===== src/rtl/haeuslermarkus_fir_filter.sv =====
`default_nettype none
// ============================================================================
// Module      : haeuslermarkus_fir_filter
// Description : 4-tap FIR filter packaged as a TinyTapeout tile. The filter
//               takes unsigned 8-bit samples and run-time loadable 4-bit
//               unsigned coefficients. It produces an 11-bit saturated result.
// Revision    : 1.0 - initial release
// ============================================================================
module haeuslermarkus_fir_filter (
    input  logic       clk,
    input  logic       rst_n,    // active-high synchronous reset despite the name
    input  logic       ena,
    input  logic [7:0] ui_in,
    input  logic [7:0] uio_in,
    output logic [7:0] uo_out,
    output logic [7:0] uio_out,
    output logic [7:0] uio_oe
);
    localparam int NTAPS = 4;
    localparam int DW    = 8;
    localparam int CW    = 4;
    localparam int OW    = 11;
    localparam int AW    = 14;   // widest possible sum of four 12-bit products

    localparam logic [AW-1:0] c_acc_max = AW'((1 << OW) - 1);
    localparam logic [OW-1:0] c_y_max   = '1;

    logic [CW-1:0] r_coef [NTAPS];
    logic [DW-1:0] r_x    [NTAPS-1];
    logic [OW-1:0] r_y;

    logic          w_set;
    logic          w_take;
    logic [AW-1:0] w_acc;
    logic [OW-1:0] w_y_sat;

    // The tile-select input and the spare uio bits have no function here.
    logic w_unused;
    assign w_unused = &{1'b0, ena, uio_in[5:0]};

    // A coefficient write wins over a sample that arrives in the same cycle.
    assign w_set  = uio_in[6];
    assign w_take = uio_in[7] & ~uio_in[6];

    // Full-width multiply-accumulate over the incoming sample and the delay line.
    always_comb begin
        w_acc = AW'(r_coef[0]) * AW'(ui_in);
        for (int k = 1; k < NTAPS; k++) begin
            w_acc = w_acc + AW'(r_coef[k]) * AW'(r_x[k-1]);
        end
    end

    // Clamp to the largest value the output can represent.
    assign w_y_sat = (w_acc > c_acc_max) ? c_y_max : w_acc[OW-1:0];

    // Coefficients, delay line and output register. Reset takes priority.
    always_ff @(posedge clk) begin
        if (rst_n) begin
            r_coef[0] <= CW'(1);
            r_coef[1] <= CW'(2);
            r_coef[2] <= CW'(2);
            r_coef[3] <= CW'(1);
            for (int k = 0; k < NTAPS - 1; k++) begin
                r_x[k] <= '0;
            end
            r_y <= '0;
        end else if (w_set) begin
            r_coef[ui_in[5:4]] <= ui_in[3:0];
        end else if (w_take) begin
            r_y    <= w_y_sat;
            r_x[0] <= ui_in;
            for (int k = 1; k < NTAPS - 1; k++) begin
                r_x[k] <= r_x[k-1];
            end
        end
    end

    assign uo_out  = r_y[7:0];
    assign uio_out = {5'b0, r_y[OW-1:8]};
    assign uio_oe  = 8'b0011_1111;

endmodule
`default_nettype wire


===== config.mk =====
export PLATFORM = sky130hd
export DESIGN_NAME = haeuslermarkus_fir_filter
export DESIGN_NICKNAME = d
export VERILOG_FILES = /design/src/rtl/haeuslermarkus_fir_filter.sv
export SDC_FILE = /design/constraint.sdc
export NUM_CORES = 1
export LEC_CHECK = 0
export ABC_AREA = 1
export CORE_AREA = 2 2 158 145
export CTS_BUF_LIST = sky130_fd_sc_hd__clkbuf_8
export DETAILED_ROUTE_END_ITERATION = 16
export DIE_AREA = 0 0 160 147
export GPL_TIMING_DRIVEN = 1
export PLACE_DENSITY = 0.54
export SLEW_MARGIN = 20
export SYNTH_ARGS = -nofsm -noshare
export SYNTH_HDL_FRONTEND = slang
export SYNTH_SLANG_ARGS = --single-unit

===== constraint.sdc =====
create_clock -name clk -period 6.55 [get_ports clk]
set_input_delay 0.655 -clock clk [delete_from_list [all_inputs] [get_ports clk]]
set_output_delay 0.655 -clock clk [all_outputs]
set_load 0.01 [all_outputs]

==> flow_summary.json, run 1 <==
{
  "pwr-share-comb": 0.815,
  "vdd_drop_max_v": 0.0003922,
  "wl_per_cell_microns": 12.66,
  "required_ns": 6.79,
  "grt_pass1_wl_mm": 22.98,
  "crit_path_start_kind": "input port",
  "critPathMostFrequentCell": "fa_1",
  "yosys.cell_types.count": 22,
  "switchingPower_mw": 1.914,
  "drtIter0Drc": 270,
  "worstMarginPinSlew_ns": 0.9085,
  "power_frac_clock": 0.061,
  "rsz0062_at_grt": "no",
  "criticalPathCategory": "input port to register",
  "drv_cap": 0,
  "setup_viol": 0,
  "drt_first_pass_iters": 5,
  "drc": 0,
  "syn_avg_cell_area_sq_um": 8.097,
  "ioPinCount": 43,
  "skew_ns": 0.01589,
  "final_max_slew_viol_count": 0,
  "num-nets-final": 965,
  "status": "completed",
  "grt-ovfl-total": 0,
  "path_max_fanout": 11,
  "cts_resized": 0,
  "drt-vias-per-instance": 4.186,
  "leakage_nw": 3.895,
  "initial_utilization": 0.2938,
  "power.density_mw_per_mm2": 508.0,
  "crit_path_end_kind": "register",
  "finalNonFillerCells": 1100,
  "ys_top_cells_by_area": "fa_1 (32%), edfxtp_1 (19%), inv_1 (15%), nand2_1 (12%), ha_1 (7.7%)",
  "synth_edf_count": 40,
  "area_growth_pct": 8.114,
  "internal-power_mw": 1.634,
  "yosysMostFrequentCell": "inv_1",
  "yosys-top-cells-count": "inv_1 (252), nand2_1 (215), fa_1 (104)",
  "cts_setup_buffers": 0,
  "fmax_mhz": 170.5,
  "antenna_found_initial": 0,
  "clk_path_buf_depth": 2,
  "synth-async-reset-ratio": 0,
  "synth_area_leader_cell": "fa_1",
  "yosysTopAreaCellShare": 0.3222,
  "finalPower_mw": 3.548,
  "gp_congestion": 0.7898,
  "post-route-period-util": 0.8952,
  "drive_gt1_frac": 0.02740,
  "grt_pass1_vias": 4347,
  "ys_ff_latch": 51,
  "cts_made_buffers": 5,
  "hp-class": "register to register",
  "slew_headroom": 0.3937,
  "clockRootBuffer": "clkbuf_8",
  "cts.reportedPaths.clkPinSlew_ns": 0.10,
  "ys.flop_type": "edfxtp_1",
  "syn-cell-area_sq_mm": 0.006461,
  "switching_share": 0.5395,
  "dp.cells": 1092,
  "wl_mm": 13.92,
  "period_minus_slack_ns": 5.864,
  "dp_hpwl_mm": 11.64,
  "antenna-diode-count": 0,
  "fin_hold_ws_ns": 0.4578,
  "grt_usage": 0.1249,
  "ant_nets": 0,
  "yosys_warnings": 0,
  "final.setup.tns_ns": 0,
  "synthCells": 798,
  "hold_violations": 0,
  "io_buffer_count": 22,
  "chipHeight_microns": 147,
  "ctsHoldBuffers": 0,
  "critPathMaxStageDelay_ns": 0.75,
  "grt_max_degree": 25,
  "die_w_microns": 160,
  "cts_tree": "yes",
  "yosysSeqAreaShare": 0.2200,
  "core_sq_mm": 0.02199,
  "cts.sinks": 51,
  "num_vias": 4605,
  "clock_latency_ns": 0.35,
  "power_frac_seq": 0.124,
  "dieArea_sq_mm": 0.02352,
  "cp_cell_sequence": "clkdlybuf4s50_1 > nand2_1 > fa_1 > fa_1 > inv_1 > fa_1 > fa_1 > fa_1 > inv_1 > fa_1 > inv_1 > ha_1 > nand2_2 > nor2_1 > nand3_1 > nand3_1 > nand2_1 > nand2_2 > nand4_1 > nand2_1 > nand2_1",
  "htree_levels": 2,
  "rows": 52,
  "crit_slowest_cell": "clkdlybuf4s50_1",
  "fill_cells": 2429,
  "worst-endpoint-arrival_ns": 6.10
}
-- state kept, by name, indices dropped and copies added (netlist names) --
| signal | count |
|---|---|
| r_coef | 16 |
| r_x | 24 |
| r_y | 11 |
-- layer usage --
metal  global-route usage  part of all wire  up-vias
li1                     -                 -     2232
met1               0.1867              0.49     2271
met2               0.1909              0.45       94
met3              0.01863             0.047        8
met4              0.02973             0.011        0
met5                    0                 0        -
-- power by group through the flow --
stage          Clock, mW  Sequential [mW]  Combinational (mW)
2_1_floorplan          0            0.430                2.41
3_3_place_gp           0            0.446                2.88
3_5_place_dp           0            0.447                2.90
4_1_cts            0.224            0.440                2.92
5_1_grt            0.232            0.448                3.36
6_report           0.216            0.440                2.89
-- cells in the final DEF (no fill, tap or decap), drive strengths merged --
| cell | n |
|---|---|
| clkdlybuf4s50 | 22 |
| nand3 | 11 |
| clkbuf | 5 |
| xnor2 | 4 |
| nand4 | 14 |
| dfxtp | 11 |
| ha | 40 |
| o31ai | 1 |
| buf | 1 |
| nand3b | 2 |
| conb | 13 |
| edfxtp | 40 |
| fa | 104 |
| xor2 | 1 |
| inv | 255 |
| nor2 | 52 |
| nand2 | 221 |
| clkinvlp | 1 |
| a21oi | 5 |
-- final timing paths --
kind	startpoint	to	slack, ns	depth (start not counted)
worst max-delay path	ui_in[5]	r_y[2]$_SDFFE_PP0P_	0.69	21
worst min-delay path	r_y[2]$_SDFFE_PP0P_	r_y[2]$_SDFFE_PP0P_	0.46	2
worst max register to register	r_coef[1][1]$_SDFFCE_PN1P_	r_y[2]$_SDFFE_PP0P_	1.11	21
worst min register to register	r_y[2]$_SDFFE_PP0P_	r_y[2]$_SDFFE_PP0P_	0.46	2
-- cell families (layout without fill, tap and decap cells) --
group | count (synthesis) | in the layout | share of synthesized area
AO/OA/AOI/OAI | 6 | 6 | 0.005617
XOR/XNOR | 5 | 5 | 0.006777
adder cells (fa/ha/maj) | 144 | 144 | 0.3997
buffers and inverters | 290 | 284 | 0.1807
flip-flops | 51 | 51 | 0.2200
other | 2 | 13 | 0.001162
AND/OR/NAND/NOR | 300 | 300 | 0.1861
-- final cells by class --
cell class | instances | area (sq um) | area share
Timing Repair Buffer | 23 | 227.7 | 0.03260
Inverter | 253 | 949.7 | 0.1359
Sequential cell | 51 | 1421 | 0.2035
Clock buffer | 5 | 68.82 | 0.009851
Tap cell | 297 | 371.6 | 0.05320
Clock inverter | 3 | 27.53 | 0.003941
Multi-Input combinational cell | 468 | 3919 | 0.5610
-- per-stage QoR --
step	utilization	worst slack [ns]	cell area, sq um
floorplan	-	1.264	6502
global placement	0.3130	0.4004	6884
detailed placement	0.3130	0.3837	6884
CTS	0.3174	0.7379	6980
global route	0.3176	0.4083	6985
finish	0.3176	0.6865	6985
-- worst max-delay path, delay by kind of cell --
family        cells  cell delay [ns]
fa+ha+maj         7             3.39
simple gates     10             1.15
buf+inv           4             0.89
(Power assumes the default switching activity.)
==> run 2, diff against run 1 <==
--- a/config.mk
+++ b/config.mk
@@ -6,10 +6,10 @@
 export NUM_CORES = 1
 export LEC_CHECK = 0
 export ABC_AREA = 1
-export CORE_AREA = 2 2 158 145
+export CORE_AREA = 2 2 150 152
 export CTS_BUF_LIST = sky130_fd_sc_hd__clkbuf_8
 export DETAILED_ROUTE_END_ITERATION = 16
-export DIE_AREA = 0 0 160 147
+export DIE_AREA = 0 0 152 154
 export GPL_TIMING_DRIVEN = 1
 export PLACE_DENSITY = 0.54
 export SLEW_MARGIN = 20
==> run 2 against run 1 <==
  * Die area down 0.48%
  * Register-to-register slack better by 0.07 ns
  * Highest routed layer unchanged
  * Non-clock buffer count down 1
  * Combinational power down 1%
  * Critical endpoint is now r_y[10]$_SDFFE_PP0P_
  * Total power down 1.0%
  * Utilization up 0.28 points
  * Clock-buffer cell count unchanged
  * Fmax up 1.7%
  * Worst hold slack better by 0.0018 ns
  * Clock power up 2%
  * Critical path depth unchanged
==> flow_summary.json, run 2 (same netlist as run 1, synthesis figures left out) <==
{
  "wl_met3_microns": 450,
  "ioPinCount": 43,
  "slew_headroom": 0.3463,
  "final_max_slew_viol_count": 0,
  "ctsHoldBuffers": 0,
  "drc": 0,
  "period_minus_slack_ns": 5.766,
  "dr_wl_met2_mm": 6.482,
  "clockRootBuffer": "clkbuf_8",
  "area_growth_pct": 7.572,
  "fill_cells": 2320,
  "wl_met1_mm": 6.611,
  "dp.cells": 1074,
  "grt_pass1_wl_mm": 22.52,
  "io_buffer_count": 22,
  "final.setup.tns_ns": 0,
  "setup_viol": 0,
  "worst-endpoint-arrival_ns": 6.00,
  "leakage_nw": 3.893,
  "status": "completed",
  "grt_usage": 0.1210,
  "drt_first_pass_iters": 5,
  "antenna-diode-count": 0,
  "num_vias": 4503,
  "grt_pass1_vias": 4418,
  "gp_congestion": 0.7936,
  "skew_ns": 0.01047,
  "cts_resized": 0,
  "worstMarginPinSlew_ns": 0.9770,
  "hold_violations": 0,
  "grt-ovfl-total": 0,
  "rsz0062_at_grt": "no",
  "final_cell_mix": "inv_1 (251), nand2_1 (215), fa_1 (104), nor2_1 (50)",
  "drtIter0Drc": 296,
  "power.density_mw_per_mm2": 505.4,
  "drv_cap": 0,
  "wl_mm": 13.80,
  "drt-vias-per-instance": 4.162,
  "cts.sinks": 51,
  "num-nets-final": 964,
  "reg_top3": "r_x: 24 flops, r_coef: 16 flops, r_y: 11 flops",
  "hp-class": "register to register",
  "cts_setup_buffers": 0,
  "crit_path_start_kind": "input port",
  "post-route-period-util": 0.8804,
  "clk_path_buf_depth": 2,
  "die_w_microns": 152,
  "core_sq_mm": 0.02169,
  "rows": 54,
  "path_max_fanout": 11,
  "crit_slowest_cell": "clkdlybuf4s50_1",
  "cts.reportedPaths.clkPinSlew_ns": 0.12,
  "dp_hpwl_mm": 11.51,
  "initial_utilization": 0.2979,
  "critPathMostFrequentCell": "fa_1",
  "criticalPathCategory": "input port to register",
  "critPathMaxStageDelay_ns": 0.71,
  "top_register": "r_x",
  "dieArea_sq_mm": 0.02341,
  "cp_cell_sequence": "clkdlybuf4s50_1 > nand2_1 > fa_1 > fa_1 > inv_1 > fa_1 > fa_1 > fa_1 > inv_1 > fa_1 > inv_1 > ha_1 > nand2_2 > nor2_1 > nand3_1 > nand3_1 > nand2_1 > nand2_2 > nand4_1 > nand2_1 > nand2_1",
  "cts_tree": "yes",
  "wl_per_cell_microns": 12.76,
  "htree_levels": 2,
  "fmax_mhz": 173.4,
  "vdd_drop_max_v": 0.0004294,
  "clock_latency_ns": 0.34,
  "chipHeight_microns": 154,
  "cts_made_buffers": 5,
  "antenna_found_initial": 0,
  "grt_max_degree": 25,
  "required_ns": 6.79,
  "largest_reg_flops": 24,
  "highest_layer": "met4",
  "layout_commonest_cell": "inv_1",
  "crit_path_end_kind": "register",
  "ant_nets": 0,
  "finalNonFillerCells": 1082,
  "drive_gt1_frac": 0.02369
}
==> run 2: cell types whose count changed in the layout (fill, tap and decap cells not counted) <==
cell and delta:
nor2_1 +2, nor2_2 -2, buf_4 -1, clkinv_4 +1, clkinvlp_4 -1, inv_6 +1
inv_8 -1
==> run 2: final cells by class <==
type,instances,area (sq um),share of cell area
multi-input cells,468,3914,0.5631
inverters,253,949.7,0.1366
clock inverters,3,26.28,0.003780
clock buffers,5,68.82,0.009901
repair buffers,22,220.2,0.03168
flip-flops and latches,51,1421,0.2045
well taps,280,350.3,0.05041
==> run 2: per-stage QoR <==
step	area, sq um	utilization	power, mW	worst slack (ns)	hold slack (ns)
3_5_place_dp	6855	0.3161	3.327	0.4095	0.4376
2_1_floorplan	6502	-	2.843	1.264	0.4734
5_1_grt	6950	0.3205	4.001	0.4894	0.4798
6_report	6950	0.3205	3.513	0.7836	0.4596
3_3_place_gp	6855	0.3161	3.319	0.4644	0.4387
4_1_cts	6950	0.3205	3.562	0.7875	0.4613
==> run 2: layer usage <==
layer  vias to the layer above  global-route usage
li1                       2227                   -
met1                      2185              0.1734
met2                        78              0.1943
met3                        13             0.01212
met4                         0             0.03649
met5                         -                   0
==> run 2: power breakdown <==
group	leakage, nW	internal, mW	switching [mW]
Clock	0.0491	0.0794	0.141
Combinational	3.34	1.15	1.70
Sequential	0.500	0.393	0.0457
Total	3.89	1.63	1.89
==> run 2: worst paths after layout <==
| path | cells after the start | slack, ns | from | to |
|---|---|---|---|---|
| worst min register to register | 2 | 0.46 | r_y[5]$_SDFFE_PP0P_ | r_y[5]$_SDFFE_PP0P_ |
| worst max-delay path | 21 | 0.78 | ui_in[5] | r_y[10]$_SDFFE_PP0P_ |
| worst max register to register | 22 | 1.18 | r_coef[3][0]$_DFFE_PP_ | r_y[10]$_SDFFE_PP0P_ |
| worst min-delay path | 2 | 0.46 | r_y[5]$_SDFFE_PP0P_ | r_y[5]$_SDFFE_PP0P_ |
==> run 2: critical path, delay by kind of cell <==
family | cells | cell delay, ns
buf+inv | 4 | 0.85
simple gates | 10 | 1.08
fa+ha+maj | 7 | 3.40
